[src/rtl/lockout_sequencer_if.sv]
// lockout_sequencer_if
// Bundles the button/comparator inputs and the status outputs of the lockout
// sequencer.
//   activity      : 1-cycle pulse per accepted enter0/enter1/clear press
//   verify_valid  : 1-cycle pulse, comparator result available
//   verify_ok     : qualifies verify_valid, 1 = password match
//   state_o       : IDLE=0, ENTRY=1, PASS=2, FAIL=3, LOCK=4
//   accept_input  : high in IDLE and ENTRY
//   session_clear : 1-cycle pulse in the first IDLE cycle after another state
//   timeout_pulse : 1-cycle pulse on inactivity timeout
//   fail_count    : consecutive failures, saturating at 3
//   secs_left     : whole seconds remaining in the timed state, 0 in IDLE
// The master modport drives the inputs (front end); the slave modport is the
// sequencer itself.
interface lockout_sequencer_if;
    logic       activity;
    logic       verify_valid;
    logic       verify_ok;
    logic [2:0] state_o;
    logic       accept_input;
    logic       session_clear;
    logic       timeout_pulse;
    logic [1:0] fail_count;
    logic [6:0] secs_left;

    modport master (
        output activity, verify_valid, verify_ok,
        input  state_o, accept_input, session_clear, timeout_pulse,
               fail_count, secs_left
    );

    modport slave (
        input  activity, verify_valid, verify_ok,
        output state_o, accept_input, session_clear, timeout_pulse,
               fail_count, secs_left
    );
endinterface

[src/rtl/lockout_sequencer.sv]
// lockout_sequencer
// Session/result/lockout timing controller for the password lock. Tracks the
// entry session, holds PASS and FAIL displays, applies escalating lockouts
// after failures and times out an idle entry session.
// Ports:
//   clock : system clock
//   reset : asynchronous, active-high
//   bus   : lockout_sequencer_if.slave (inputs activity/verify_valid/verify_ok,
//           status outputs state_o/accept_input/session_clear/timeout_pulse/
//           fail_count/secs_left)
// All outputs come from registers.
module lockout_sequencer #(
    parameter int unsigned CYCLES_PER_SEC   = 25_000_000,
    parameter int unsigned PASS_SEC         = 6,
    parameter int unsigned FAIL_SEC         = 6,
    parameter int unsigned LOCK_BASE_SEC    = 15,
    parameter int unsigned LOCK_MAX_SEC     = 60,
    parameter int unsigned IDLE_TIMEOUT_SEC = 60
) (
    input  logic                clock,
    input  logic                reset,
    lockout_sequencer_if.slave  bus
);

    localparam int unsigned PW = (CYCLES_PER_SEC > 1) ? $clog2(CYCLES_PER_SEC) : 1;
    localparam logic [PW-1:0] PRESC_LAST = PW'(CYCLES_PER_SEC - 1);

    typedef enum logic [2:0] {
        ST_IDLE  = 3'd0,
        ST_ENTRY = 3'd1,
        ST_PASS  = 3'd2,
        ST_FAIL  = 3'd3,
        ST_LOCK  = 3'd4
    } state_t;

    state_t        state;
    state_t        state_next;
    logic [PW-1:0] presc;
    logic [6:0]    secs;
    logic [1:0]    fail_count;
    logic          session_clear;
    logic          timeout_pulse;
    logic          wrap;
    logic          expire;
    logic          entry_timeout;

    // Seconds to load on entering a state. For LOCK, fc is the already
    // incremented failure count (it updates on FAIL entry, before LOCK).
    function automatic logic [6:0] duration(state_t s, logic [1:0] fc);
        int unsigned d;
        int unsigned sh;
        d  = 0;
        sh = 0;
        case (s)
            ST_ENTRY: d = IDLE_TIMEOUT_SEC;
            ST_PASS:  d = PASS_SEC;
            ST_FAIL:  d = FAIL_SEC;
            ST_LOCK: begin
                if (fc != 2'd0) sh = 32'(fc) - 32'd1;
                d = LOCK_BASE_SEC << sh;
                if (d > LOCK_MAX_SEC) d = LOCK_MAX_SEC;
            end
            default:  d = 0;
        endcase
        return d[6:0];
    endfunction

    assign wrap   = (presc == PRESC_LAST);
    // Last cycle of a timed state: the wrap that takes the seconds from 1 to 0.
    assign expire = wrap && (secs == 7'd1);

    // State register
    always_ff @(posedge clock or posedge reset) begin
        if (reset) state <= ST_IDLE;
        else       state <= state_next;
    end

    // Next-state logic; verify beats activity, activity beats expiry in ENTRY.
    always_comb begin
        state_next    = state;
        entry_timeout = 1'b0;
        case (state)
            ST_IDLE: begin
                if (bus.verify_valid)  state_next = bus.verify_ok ? ST_PASS : ST_FAIL;
                else if (bus.activity) state_next = ST_ENTRY;
            end
            ST_ENTRY: begin
                if (bus.verify_valid) begin
                    state_next = bus.verify_ok ? ST_PASS : ST_FAIL;
                end else if (!bus.activity && expire) begin
                    state_next    = ST_IDLE;
                    entry_timeout = 1'b1;
                end
            end
            ST_PASS: if (expire) state_next = ST_IDLE;
            ST_FAIL: if (expire) state_next = ST_LOCK;
            ST_LOCK: if (expire) state_next = ST_IDLE;
            default: state_next = ST_IDLE;
        endcase
    end

    // Timer, failure counter and the registered pulses
    always_ff @(posedge clock or posedge reset) begin
        if (reset) begin
            presc         <= '0;
            secs          <= '0;
            fail_count    <= '0;
            session_clear <= 1'b0;
            timeout_pulse <= 1'b0;
        end else begin
            session_clear <= (state_next == ST_IDLE) && (state != ST_IDLE);
            timeout_pulse <= entry_timeout;

            if (state_next != state) begin
                if (state_next == ST_PASS) fail_count <= '0;
                else if (state_next == ST_FAIL && fail_count != 2'd3)
                    fail_count <= fail_count + 2'd1;
            end

            if (state_next != state) begin
                presc <= '0;
                secs  <= duration(state_next, fail_count);
            end else if (state == ST_ENTRY && bus.activity) begin
                presc <= '0;
                secs  <= IDLE_TIMEOUT_SEC[6:0];
            end else if (state != ST_IDLE) begin
                if (wrap) begin
                    presc <= '0;
                    secs  <= secs - 7'd1;
                end else begin
                    presc <= presc + PW'(1);
                end
            end
        end
    end

    // Output logic
    always_comb begin
        bus.state_o       = state;
        bus.accept_input  = (state == ST_IDLE) || (state == ST_ENTRY);
        bus.session_clear = session_clear;
        bus.timeout_pulse = timeout_pulse;
        bus.fail_count    = fail_count;
        bus.secs_left     = secs;
    end

endmodule

[src/flat_wrapper.sv]
// flat-port wrapper written by rule: the top's interface ports become plain ports
module lockout_sequencer_flat 
#(
    parameter int unsigned CYCLES_PER_SEC   = 25_000_000,
    parameter int unsigned PASS_SEC         = 6,
    parameter int unsigned FAIL_SEC         = 6,
    parameter int unsigned LOCK_BASE_SEC    = 15,
    parameter int unsigned LOCK_MAX_SEC     = 60,
    parameter int unsigned IDLE_TIMEOUT_SEC = 60
)
  (clock, reset, bus_activity, bus_verify_valid, bus_verify_ok, bus_state_o, bus_accept_input, bus_session_clear, bus_timeout_pulse, bus_fail_count, bus_secs_left);
  lockout_sequencer_if bus_i ();
  input  logic clock;
  input  logic reset;
  input wire logic [$bits(bus_i.activity)-1:0] bus_activity;
  input wire logic [$bits(bus_i.verify_valid)-1:0] bus_verify_valid;
  input wire logic [$bits(bus_i.verify_ok)-1:0] bus_verify_ok;
  output wire logic [$bits(bus_i.state_o)-1:0] bus_state_o;
  output wire logic [$bits(bus_i.accept_input)-1:0] bus_accept_input;
  output wire logic [$bits(bus_i.session_clear)-1:0] bus_session_clear;
  output wire logic [$bits(bus_i.timeout_pulse)-1:0] bus_timeout_pulse;
  output wire logic [$bits(bus_i.fail_count)-1:0] bus_fail_count;
  output wire logic [$bits(bus_i.secs_left)-1:0] bus_secs_left;
  assign bus_i.activity = bus_activity;
  assign bus_i.verify_valid = bus_verify_valid;
  assign bus_i.verify_ok = bus_verify_ok;
  assign bus_state_o = bus_i.state_o;
  assign bus_accept_input = bus_i.accept_input;
  assign bus_session_clear = bus_i.session_clear;
  assign bus_timeout_pulse = bus_i.timeout_pulse;
  assign bus_fail_count = bus_i.fail_count;
  assign bus_secs_left = bus_i.secs_left;
  lockout_sequencer #(.CYCLES_PER_SEC(CYCLES_PER_SEC), .PASS_SEC(PASS_SEC), .FAIL_SEC(FAIL_SEC), .LOCK_BASE_SEC(LOCK_BASE_SEC), .LOCK_MAX_SEC(LOCK_MAX_SEC), .IDLE_TIMEOUT_SEC(IDLE_TIMEOUT_SEC)) u_core (.clock(clock), .reset(reset), .bus(bus_i));
endmodule
[config.mk]
export PLATFORM = sky130hd
export DESIGN_NAME = lockout_sequencer_flat
export DESIGN_NICKNAME = d
export VERILOG_FILES = /design/src/rtl/lockout_sequencer_if.sv /design/src/rtl/lockout_sequencer.sv /design/src/flat_wrapper.sv
export SDC_FILE = /design/constraint.sdc
export NUM_CORES = 1
export LEC_CHECK = 0
export BUFFER_PORTS_ARGS = -buffer_cell sky130_fd_sc_hd__buf_2
export CAP_MARGIN = 25
export CORE_AREA = 2 2 66 62
export CTS_CLUSTER_DIAMETER = 50
export DETAILED_ROUTE_END_ITERATION = 10
export DIE_AREA = 0 0 68 64
export PLACE_DENSITY = 0.79
export RECOVER_POWER = 100
export SYNTH_ARGS = -nofsm -noshare
export SYNTH_HDL_FRONTEND = slang
export SYNTH_SLANG_ARGS = --single-unit
export TNS_END_PERCENT = 30
[constraint.sdc]
create_clock -name clock -period 3.96 [get_ports clock]
set_input_delay 0.594 -clock clock [delete_from_list [all_inputs] [get_ports clock]]
set_output_delay 0.594 -clock clock [all_outputs]
set_load 0.005 [all_outputs]
# Yosys cells after proc, flatten, opt, wreduce, memory -nomap -nowiden
# Index checks and enable logic that the tools add are counted.
# word_totals
reg_bits	39
in_bits	5
elab_cells	68
output_inout_bits	15
# classes
muxes	26
n_shift	1
add_sub_neg	4
magnitude_cmp	1
eq_ne	12
n_reduce_logical	18
# op_table
op	n
2-to-1 mux 25 bit	4
2-to-1 mux 32 bit	3
2-to-1 mux 7 bit	5
greater-than comparator 32 x 6 -> 1 bit (second input constant)	1
left shift 4 x 32 -> 32 bit (first input constant)	1
adder 25 x 1 -> 25 bit (second input constant)	1
== test 25 bit (second input constant)	1
case mux 7 bit (3 select lines)	1
2-to-1 mux 3 bit	6
== test 3 x 2 -> 1 bit (second input constant)	4
case mux 3 bit (4 select lines)	1
nonzero test 3 bit	3
== test 7 x 1 -> 1 bit (second input constant)	1
subtractor 7 x 1 -> 7 bit (second input constant)	1
== test 3 x 1 -> 1 bit (second input constant)	2
== test 3 bit (second input constant)	2
logical NOT 3 bit	2
logical AND 1 bit	5
2-to-1 mux 1 bit	4
2-to-1 mux 2 bit	2
AND reduction 2 bit	2
nonzero test 2 bit	2
OR reduction 2 bit	2
!= test 3 bit	1
5 further kinds	5

# Depth between registers and ports, before layout
# Gate-level depths: netlist (run 1).
# depth
ltp_word	14
ltp_mapped	9
ltp_nobuf	9

# Least setup slack after synthesis (run 1)
# No wires, ideal clock.
# synth_path
path_kind	input to register
start	input port bus_activity
end	register u_core.presc[23]
setup_time_ps	121
t_arrival_ps	1946
slack_ps	1893
path_buffers	0
path_stages	7
t_required_ps	3839
cell_sequence	or2_2 > nor4_2 > nor2_1 > and3b_1 > and2_1 > xnor2_1 > nor2_1
# synth_between
elab_chain_cells	7
elab_cells_between_ends	12
cone_classes	1 x eq/ne; 7 x mux; 4 x reduce/logical
# synth_rtl
item	line_no	rtl
start, declared	flat_wrapper.sv:15	input wire logic [$bits(bus_i.activity)-1:0] bus_activity;
logical NOT 1 bit	lockout_sequencer.sv:90	end else if (!bus.activity && expire) begin
logical AND 1 bit	lockout_sequencer.sv:90	
2-to-1 mux 3 bit	lockout_sequencer.sv:90	
2-to-1 mux 3 bit	lockout_sequencer.sv:88	if (bus.verify_valid) begin
case mux 3 bit (4 select lines)	lockout_sequencer.sv:82	case (state)
!= test 3 bit	lockout_sequencer.sv:120	if (state_next != state) begin
nonzero test 3 bit (no source line) or 2-to-1 mux 25 bit (tied branches)	--	
end signal, assigned	lockout_sequencer.sv:131	presc <= presc + PW'(1);
end, declared	lockout_sequencer.sv:38	logic [PW-1:0] presc;
# Parallel ways exist; a longest one is shown, timed or not.
# A chain may end at the register's enable or synchronous reset.

# Worst setup path after layout (run 1)
# layout_path
start	register u_core.secs[3], in the netlist u_core.bus.secs_left[3]
end	register u_core.fail_count[0], in the netlist u_core.bus.fail_count[0]
# layout_between
elab_chain_cells	10
elab_cells_between_ends	15
cone_classes	4 x eq/ne; 6 x mux; 5 x reduce/logical
# layout_rtl
item	line_no	rtl
start, declared	lockout_sequencer.sv:39	logic [6:0] secs;
start signal, assigned	lockout_sequencer.sv:122	secs <= duration(state_next, fail_count);
start signal, assigned	lockout_sequencer.sv:125	secs <= IDLE_TIMEOUT_SEC[6:0];
start signal, assigned	lockout_sequencer.sv:129	secs <= secs - 7'd1;
== test 7 x 1 -> 1 bit *	lockout_sequencer.sv:70	assign expire = wrap && (secs == 7'd1);
logical AND 1 bit *	lockout_sequencer.sv:70	
logical AND 1 bit	lockout_sequencer.sv:90	
2-to-1 mux 3 bit	lockout_sequencer.sv:90	
2-to-1 mux 3 bit	lockout_sequencer.sv:88	
case mux 3 bit (4 select lines) *	lockout_sequencer.sv:82	
named net u_core.state_next[0]	lockout_sequencer.sv:37	state_t state_next;
== test 3 x 2 -> 1 bit	lockout_sequencer.sv:116	else if (state_next == ST_FAIL && fail_count != 2'd3)
logical AND 1 bit	lockout_sequencer.sv:116	
nonzero test 2 bit (no source line)	--	
AND reduction 2 bit (no source line)	--	
end signal, assigned	lockout_sequencer.sv:117	fail_count <= fail_count + 2'd1;
end, declared	lockout_sequencer.sv:40	logic [1:0] fail_count;
# Mark *: on every way through the listed nets, which the timed path passes. The rest lies on a longest branch.

==> results of run 1 <==
[routing by layer]
metal	vias to the layer above	wire length [um]	GRT usage (%)
met1	935	2409	37.76
met4	0	133	12.75
met3	14	208	4.930
li1	946	-	-
met2	44	2198	37.99
met5	-	0	0
[final cells by class]
cell class / instances / share of cell area [%]
clock buffer: 8 / 4.038
inverter: 11 / 1.666
multi-input combinational: 196 / 48.41
sequential: 39 / 39.37
tap: 46 / 2.322
timing repair buffer: 22 / 4.190
[cell usage in the layout (no fill, tap or decap), types with 11 or more instances in the layout]
master and n:
nor2_1 30, buf_2 16, nand2_1 23, nand3_1 17, xor2_1 11, nor3_1 11
inv_1 11, dfrtp_1 39, o21ai_0 19
[worst register-to-register path: stages, from the launching register on]
cell and delay [ns]:
dfrtp_1 0.47, nor4_1 0.66, nand4_1 0.19, nor4_1 0.64
a21o_2 0.31, inv_1 0.07, a21o_1 0.19, mux2_1 0.29
[power by group]
group	leakage, nW	switching [mW]	internal [mW]
combinational	0.595	0.0678	0.0575
clock	0.0515	0.137	0.159
sequential	0.510	0.0612	0.441
total	1.16	0.266	0.657
[worst max-delay path by stage]
stage	start	endpoint	slack, ns	cells after the start
final	u_core.bus.secs_left[3]	u_core.bus.fail_count[0]	1.01	7
after global routing	u_core.bus.secs_left[3]	u_core.bus.secs_left[3]	0.79	7
after CTS	u_core.bus.secs_left[3]	u_core.bus.secs_left[3]	1.61	7
after detailed placement	bus_verify_valid	u_core.bus.secs_left[3]	1.50	9
after global placement	bus_verify_valid	u_core.bus.secs_left[3]	1.53	9
after floorplan	bus_activity	u_core.presc[23]	1.89	7
[logic make-up after synthesis]
family,count (synthesis)
AND/OR/NAND/NOR,121
multiplexers,3
adder cells (fa/ha/maj),8
XOR/XNOR,16
AO/OA/AOI/OAI,48
flip-flops,39
buffers and inverters,16
[stage by stage]
step                power (mW)  hold slack [ns]  cells
CTS                     0.9329           0.4104    322
global route            0.9707           0.5403    322
floorplan               0.5878           0.4651    251
finish                  0.9228           0.5113    322
global placement        0.6326           0.4951    314
detailed placement      0.6387           0.4939    314
[registers in the layout (all words and copies together), names as in the netlist]
register                  cells
u_core.presc                 25
u_core.bus.secs_left          7
u_core.bus.state_o            3
u_core.bus.fail_count         2
u_core.bus.session_clear      1
u_core.bus.timeout_pulse      1
==> metrics.md, run 1 <==
| Metric | Value |
|---|---|
| Async SR Flop Fraction | 100.0% |
| Diodes inserted | 0 |
| Hold wc startpoint | u_core.presc[1] |
| RSZ-0062 raised after global routing | false |
| Top-count cell post-synth | dfrtp_1 |
| Area Overhead vs Synth | 8.667% |
| H-tree depth | 2 |
| Crit path max-delay family | simple AND/OR/NAND/NOR gates |
| Routed vias | 1939 |
| Synth Area in Adders | 4.388% |
| Crit path buf inv count | 1 |
| Violated checks | capacitance limit, slew limit |
| Req. time, crit path | 4.14 ns |
| Area of the multi-input gates | 1200 sq um |
| RR Startpoint | u_core.bus.secs_left[3] |
| Crit path max fanout | 8 |
| Slew Limit Fails | 40 |
| DRC | 0 |
| Synth cell types | 50 |
| Highest clock rate | 339.3 MHz |
| CP most frequent cell | nor4_1 |
| Crit start category | flip-flop |
| Tcrit/Tclk final | 74.41% |
| Commonest cells in the synthesized netlist | 39 x dfrtp_1, 29 x nor2_1, 23 x nand2_1 |
| Pre-CTS WS | 1.499 ns |
| Initial antenna violation count | 0 |
| Largest net degree at the start of global routing | 40 |
| Delay of the slowest critical-path stage | 0.66 ns |
| Main combinational cell family by area after synthesis | simple AND/OR/NAND/NOR gates |
| PD cells | 372.3 nW/um^2 |
| End of the worst register-to-register path | u_core.bus.fail_count[0] |
| Clock-pin slew on the worst setup and hold paths | 0.07 ns |
| CTS Hold Buffers Added | 0 |
| Worst hold path class | reg -> reg |
| Area contributors post-synth | dfrtp_1 43%, nor2_1 4.8%, ha_1 4.4%, xor2_1 4.2%, o21ai_0 4.2% |
| Starting Density | 62.91% |
| Fin. Hold Viols | 0 |
| First drt pass iteration count | 4 |
| Worst hold stages | 2 |
| Post-CTS Resized | 0 |
| Setup ws final | 1.013 ns |
| Die area | 4352 sq um |
| Storage element area | 975.9 sq um |
| Final HPWL DP | 3595 um |
| WL/cell | 15.37 um |
| Post-DP Area | 2426 sq um |
| Crit end category | flip-flop |
| Finish-stage setup viols | 0 |
| Clock skew | 0.005090 ns |
| Total Routing Usage GR | 26.34% |
| Layout cells sized above 1 | 13.04% |
| Syn_nets | 264 |
| Worst Hold End | u_core.presc[1] |
| Worst-Margin Slew | 2.006 ns |
| Clock sinks | 39 |
| Compound-cell area share of the yosys netlist | 12.95% |
| Critical Path AT | 3.13 ns |
| Final #Nets | 288 |
| Post-CTS setup buffer count | 0 |
| Post-Synth Simple-Gate Area | 29.02% |
| RePlAce Congestion | 0.8782 |
| CP Cell Sequence | nor4_1, nand4_1, nor4_1, a21o_2, inv_1, a21o_1, mux2_1 |
| TNS Setup | 0 ns |
| Final Critical Period | 2.947 ns |
| CTS tree | yes |
| Post-synth EDFFs | 0 |
| Worst slew margin | -33.71% |
| Post-Route WL | 4950 um |
| Max_cap viols | 1 |
| Xor/xnor share of the synthesized area | 6.144% |
| Post-DR vias/cell | 6.022 |
| Worst R2R Path Depth | 7 |
| CTS buffer count | 5 |
| First-pass GRT wire length | 8652 um |
| Chip height | 64 um |
| Port bufs | 19 |
| R2r setup slk | 1.01 ns |
| Yosys Warn Count | 0 |
| Clock insertion delay at the later pin of the skew report | 0.30 ns |
| Initial DRC Count | 129 |
| FILL cells | 296 |
| Post-synth top area cell | dfrtp_1 |
| Final core utilization | 68.36% |
| Vias in the first global route | 1858 |
| Max Root-Sink Buffers | 2 |
| VDD IR max | 0.0002112 V |
| Fin area | 2479 sq um |
| CP max-delay cell | nor4_1 |
| Synth top area share | 42.79% |
| Die X | 68 um |
| Clock Tree Root | clkbuf_8 |
| Core ar. | 3626 sq um |
| Syn_area_per_cell | 9.087 sq um |
| Top_reg_cell synth | dfrtp_1 |
| Grt ovf | 0 |
| Post-Synthesis Cells | 251 |
| Mux cell area share after synthesis | 1.591% |
| Cell Area, Synth | 2281 sq um |
| Post-route ant nets | 0 |
| Worst setup path class | reg -> reg |
| Lkg Pwr | 1.156 nW |
| Flops & latches, synth | 39 |
| Seq/Total Area, Yosys | 42.79% |
| Status | finished, violations left |
| Row count | 21 |
| IO Pins | 20 |
Note: power is estimated with default switching activity, not from simulation.
==> run 2, diff against run 1 <==
CORE_AREA = 2 2 69 64   (was 2 2 66 62)
DIE_AREA = 0 0 71 66   (was 0 0 68 64)
PLACE_DENSITY = 0.74   (was 0.79)
clock period = 2.9 ns   (was 3.96 ns; I/O delays follow)
==> run 2 against run 1 <==
Effect of this change: critical endpoint is now u_core.bus.secs_left[2]; critical path depth is the same; setup slack got worse by 0.62 ns; the run now ends clean; flip-flop and latch count unchanged; utilization shrank 5.8 points; register-to-register slack worse by 0.62 ns; die area increased by 7.7%; largest cell class unchanged; highest routed layer unchanged.
==> metrics.md, run 2 (same netlist as run 1, synthesis figures left out) <==
| Metric | Value |
|---|---|
| Total Routing Usage GR | 22.94% (was 26.34%) |
| VDD IR max | 0.0003597 V (was 0.0002112 V) |
| GRT busiest layer | met2 (unchanged) |
| Max Root-Sink Buffers | 2 (unchanged) |
| Req. time, crit path | 3.05 ns (was 4.14 ns) |
| Post-DR vias/cell | 5.807 (was 6.022) |
| Pre-CTS WS | 0.4937 ns (was 1.499 ns) |
| Storage element area | 975.9 sq um (unchanged) |
| Port bufs | 19 (unchanged) |
| Die area | 4686 sq um (was 4352 sq um) |
| Post-CTS setup buffer count | 0 (unchanged) |
| CTS Hold Buffers Added | 0 (unchanged) |
| Area of the multi-input gates | 1216 sq um (was 1200 sq um) |
| RePlAce Congestion | 0.8526 (was 0.8782) |
| Worst slew margin | 43.69% (was -33.71%) |
| Top reg by flops | u_core.presc (unchanged) |
| Met1 GRT Util | 33.82% (was 37.76%) |
| Row count | 22 (was 21) |
| WL/cell | 15.21 um (was 15.37 um) |
| First drt pass iteration count | 4 (unchanged) |
| Clock-pin slew on the worst setup and hold paths | 0.08 ns (was 0.07 ns) |
| First-pass GRT wire length | 8404 um (was 8652 um) |
| Post-route ant nets | 0 (unchanged) |
| Status | finished, final reports clean (was finished, violations left) |
| Highest clock rate | 398.6 MHz (was 339.3 MHz) |
| Routed vias | 1893 (was 1939) |
| Max FFs per register | 25 (unchanged) |
| RSZ-0062 raised after global routing | false (unchanged) |
| Starting Density | 57.15% (was 62.91%) |
| Final #Nets | 290 (was 288) |
| Worst hold path class | in -> async (was reg -> reg) |
| CTS buffer count | 5 (unchanged) |
| FILL cells | 356 (was 296) |
| TNS Setup | 0 ns (unchanged) |
| Chip height | 66 um (was 64 um) |
| R2r setup slk | 0.39 ns (was 1.01 ns) |
| Placed insts | 318 (was 314) |
| Layout cells sized above 1 | 13.31% (was 13.04%) |
| Critical Path AT | 2.66 ns (was 3.13 ns) |
| Tcrit/Tclk final | 86.50% (was 74.41%) |
| RR Startpoint | u_core.presc[23] (was u_core.bus.secs_left[3]) |
| End of the worst register-to-register path | u_core.bus.secs_left[2] (was u_core.bus.fail_count[0]) |
| PD cells | 486.6 nW/um^2 (was 372.3 nW/um^2) |
| Area Overhead vs Synth | 9.490% (was 8.667%) |
| Clock insertion delay at the later pin of the skew report | 0.29 ns (was 0.30 ns) |
| Most frequent cells in the layout | 39 x dfrtp_1, 29 x nor2_1, 23 x nand2_1 (was 39 x dfrtp_1, 30 x nor2_1, 23 x nand2_1) |
| Final Critical Period | 2.509 ns (was 2.947 ns) |
| Crit end category | flip-flop (unchanged) |
| Grt ovf | 0 (unchanged) |
| Lkg Pwr | 1.157 nW (was 1.156 nW) |
| Crit path max fanout | 5 (was 8) |
| Final HPWL DP | 3746 um (was 3595 um) |
| Max_cap viols | 0 (was 1) |
| DRC | 0 (unchanged) |
| Worst hold margin | 0.1182 ns (was 0.5113 ns) |
| Initial DRC Count | 142 (was 129) |
| Initial antenna violation count | 0 (unchanged) |
| Fin. Hold Viols | 0 (unchanged) |
| Post-CTS Resized | 0 (unchanged) |
| Die X | 71 um (was 68 um) |
| Worst R2R Path Depth | 7 (unchanged) |
| CTS tree | yes (unchanged) |
| IO Pins | 20 (unchanged) |
| Clock skew | 0.006624 ns (was 0.005090 ns) |
| Setup ws final | 0.3915 ns (was 1.013 ns) |
| Clock Tree Root | clkbuf_8 (unchanged) |
| Diodes inserted | 0 (unchanged) |
| Slew Limit Fails | 0 (was 40) |
| Routing usage on met3 | 4.573% (was 4.930%) |
| Vias in the first global route | 1790 (was 1858) |
| Worst-Margin Slew | 0.8447 ns (was 2.006 ns) |
| Worst setup path class | reg -> reg (unchanged) |
| Worst Setup SP | u_core.presc[23] (was u_core.bus.secs_left[3]) |
| H-tree depth | 2 (unchanged) |
| GRT met2 Usage | 34.81% (was 37.99%) |
| Finish-stage setup viols | 0 (unchanged) |
| Clock sinks | 39 (unchanged) |
| CP endpoint | u_core.bus.secs_left[2] (was u_core.bus.fail_count[0]) |
| Non-Filler Instances | 326 (was 322) |
| Crit start category | flip-flop (unchanged) |
| Power Total | 1.215 mW (was 922.8 uW) |
| Post-Route WL | 4957 um (was 4950 um) |
| Largest net degree at the start of global routing | 18 (was 40) |
| Core ar. | 3991 sq um (was 3626 sq um) |
| Most common cell after layout, fill and taps aside | dfrtp_1 (unchanged) |
-- run 2: cell types whose count changed in the layout (fill, tap and decap cells not counted), moves of 2 or more --
cell,change
clkbuf_8,-2
clkbuf_1,+2
buf_4,+2
buf_2,-2
clkinvlp_4,+2
nor4_1,-2
-- run 2: report_power, final --
group          total [mW]  switching [mW]  internal (mW)  leakage [nW]
Combinational       0.171          0.0937         0.0772         0.607
Sequential          0.686          0.0844          0.602         0.510
Clock               0.359           0.191          0.167        0.0402
-- run 2: critical path: stages (launching register included) --
cell     delay, ns
dfrtp_1       0.42
nor4_1        0.29
nand4_1       0.25
nor4_1        0.70
o21a_1        0.32
nand3_1       0.09
nor2_1        0.19
o22ai_1       0.11
-- run 2: stage by stage --
step	area, sq um	util [%]
after floorplan	2281	-
after global placement	2444	61.22
after detailed placement	2444	61.22
after CTS	2532	63.45
after global routing	2497	62.57
final	2497	62.57
-- run 2: area by class of cell --
type,count,share of cell area [%]
Inverter,11,1.653
Timing Repair Buffer,24,4.609
Clock buffer,5,2.756
Multi-Input combinational cell,196,48.70
Clock inverter,3,0.8016
Tap cell,48,2.405
Sequential cell,39,39.08
-- run 2: how the worst min path moves through the flow --
stage / endpoint / slack [ns] / startpoint
final: u_core.bus.session_clear / 0.12 / reset
after global routing: u_core.presc[13] / 0.15 / reset
after CTS: u_core.presc[13] / 0.12 / reset
after detailed placement: u_core.presc[13] / 0.43 / reset
after global placement: u_core.presc[12] / 0.44 / reset
after floorplan: u_core.presc[11] / 0.47 / u_core.presc[11]
-- run 2: per-layer routing --
metal	up-vias	wire, um
li1	944	-
met1	913	2511
met2	34	2223
met3	2	197
met4	0	25
met5	-	0
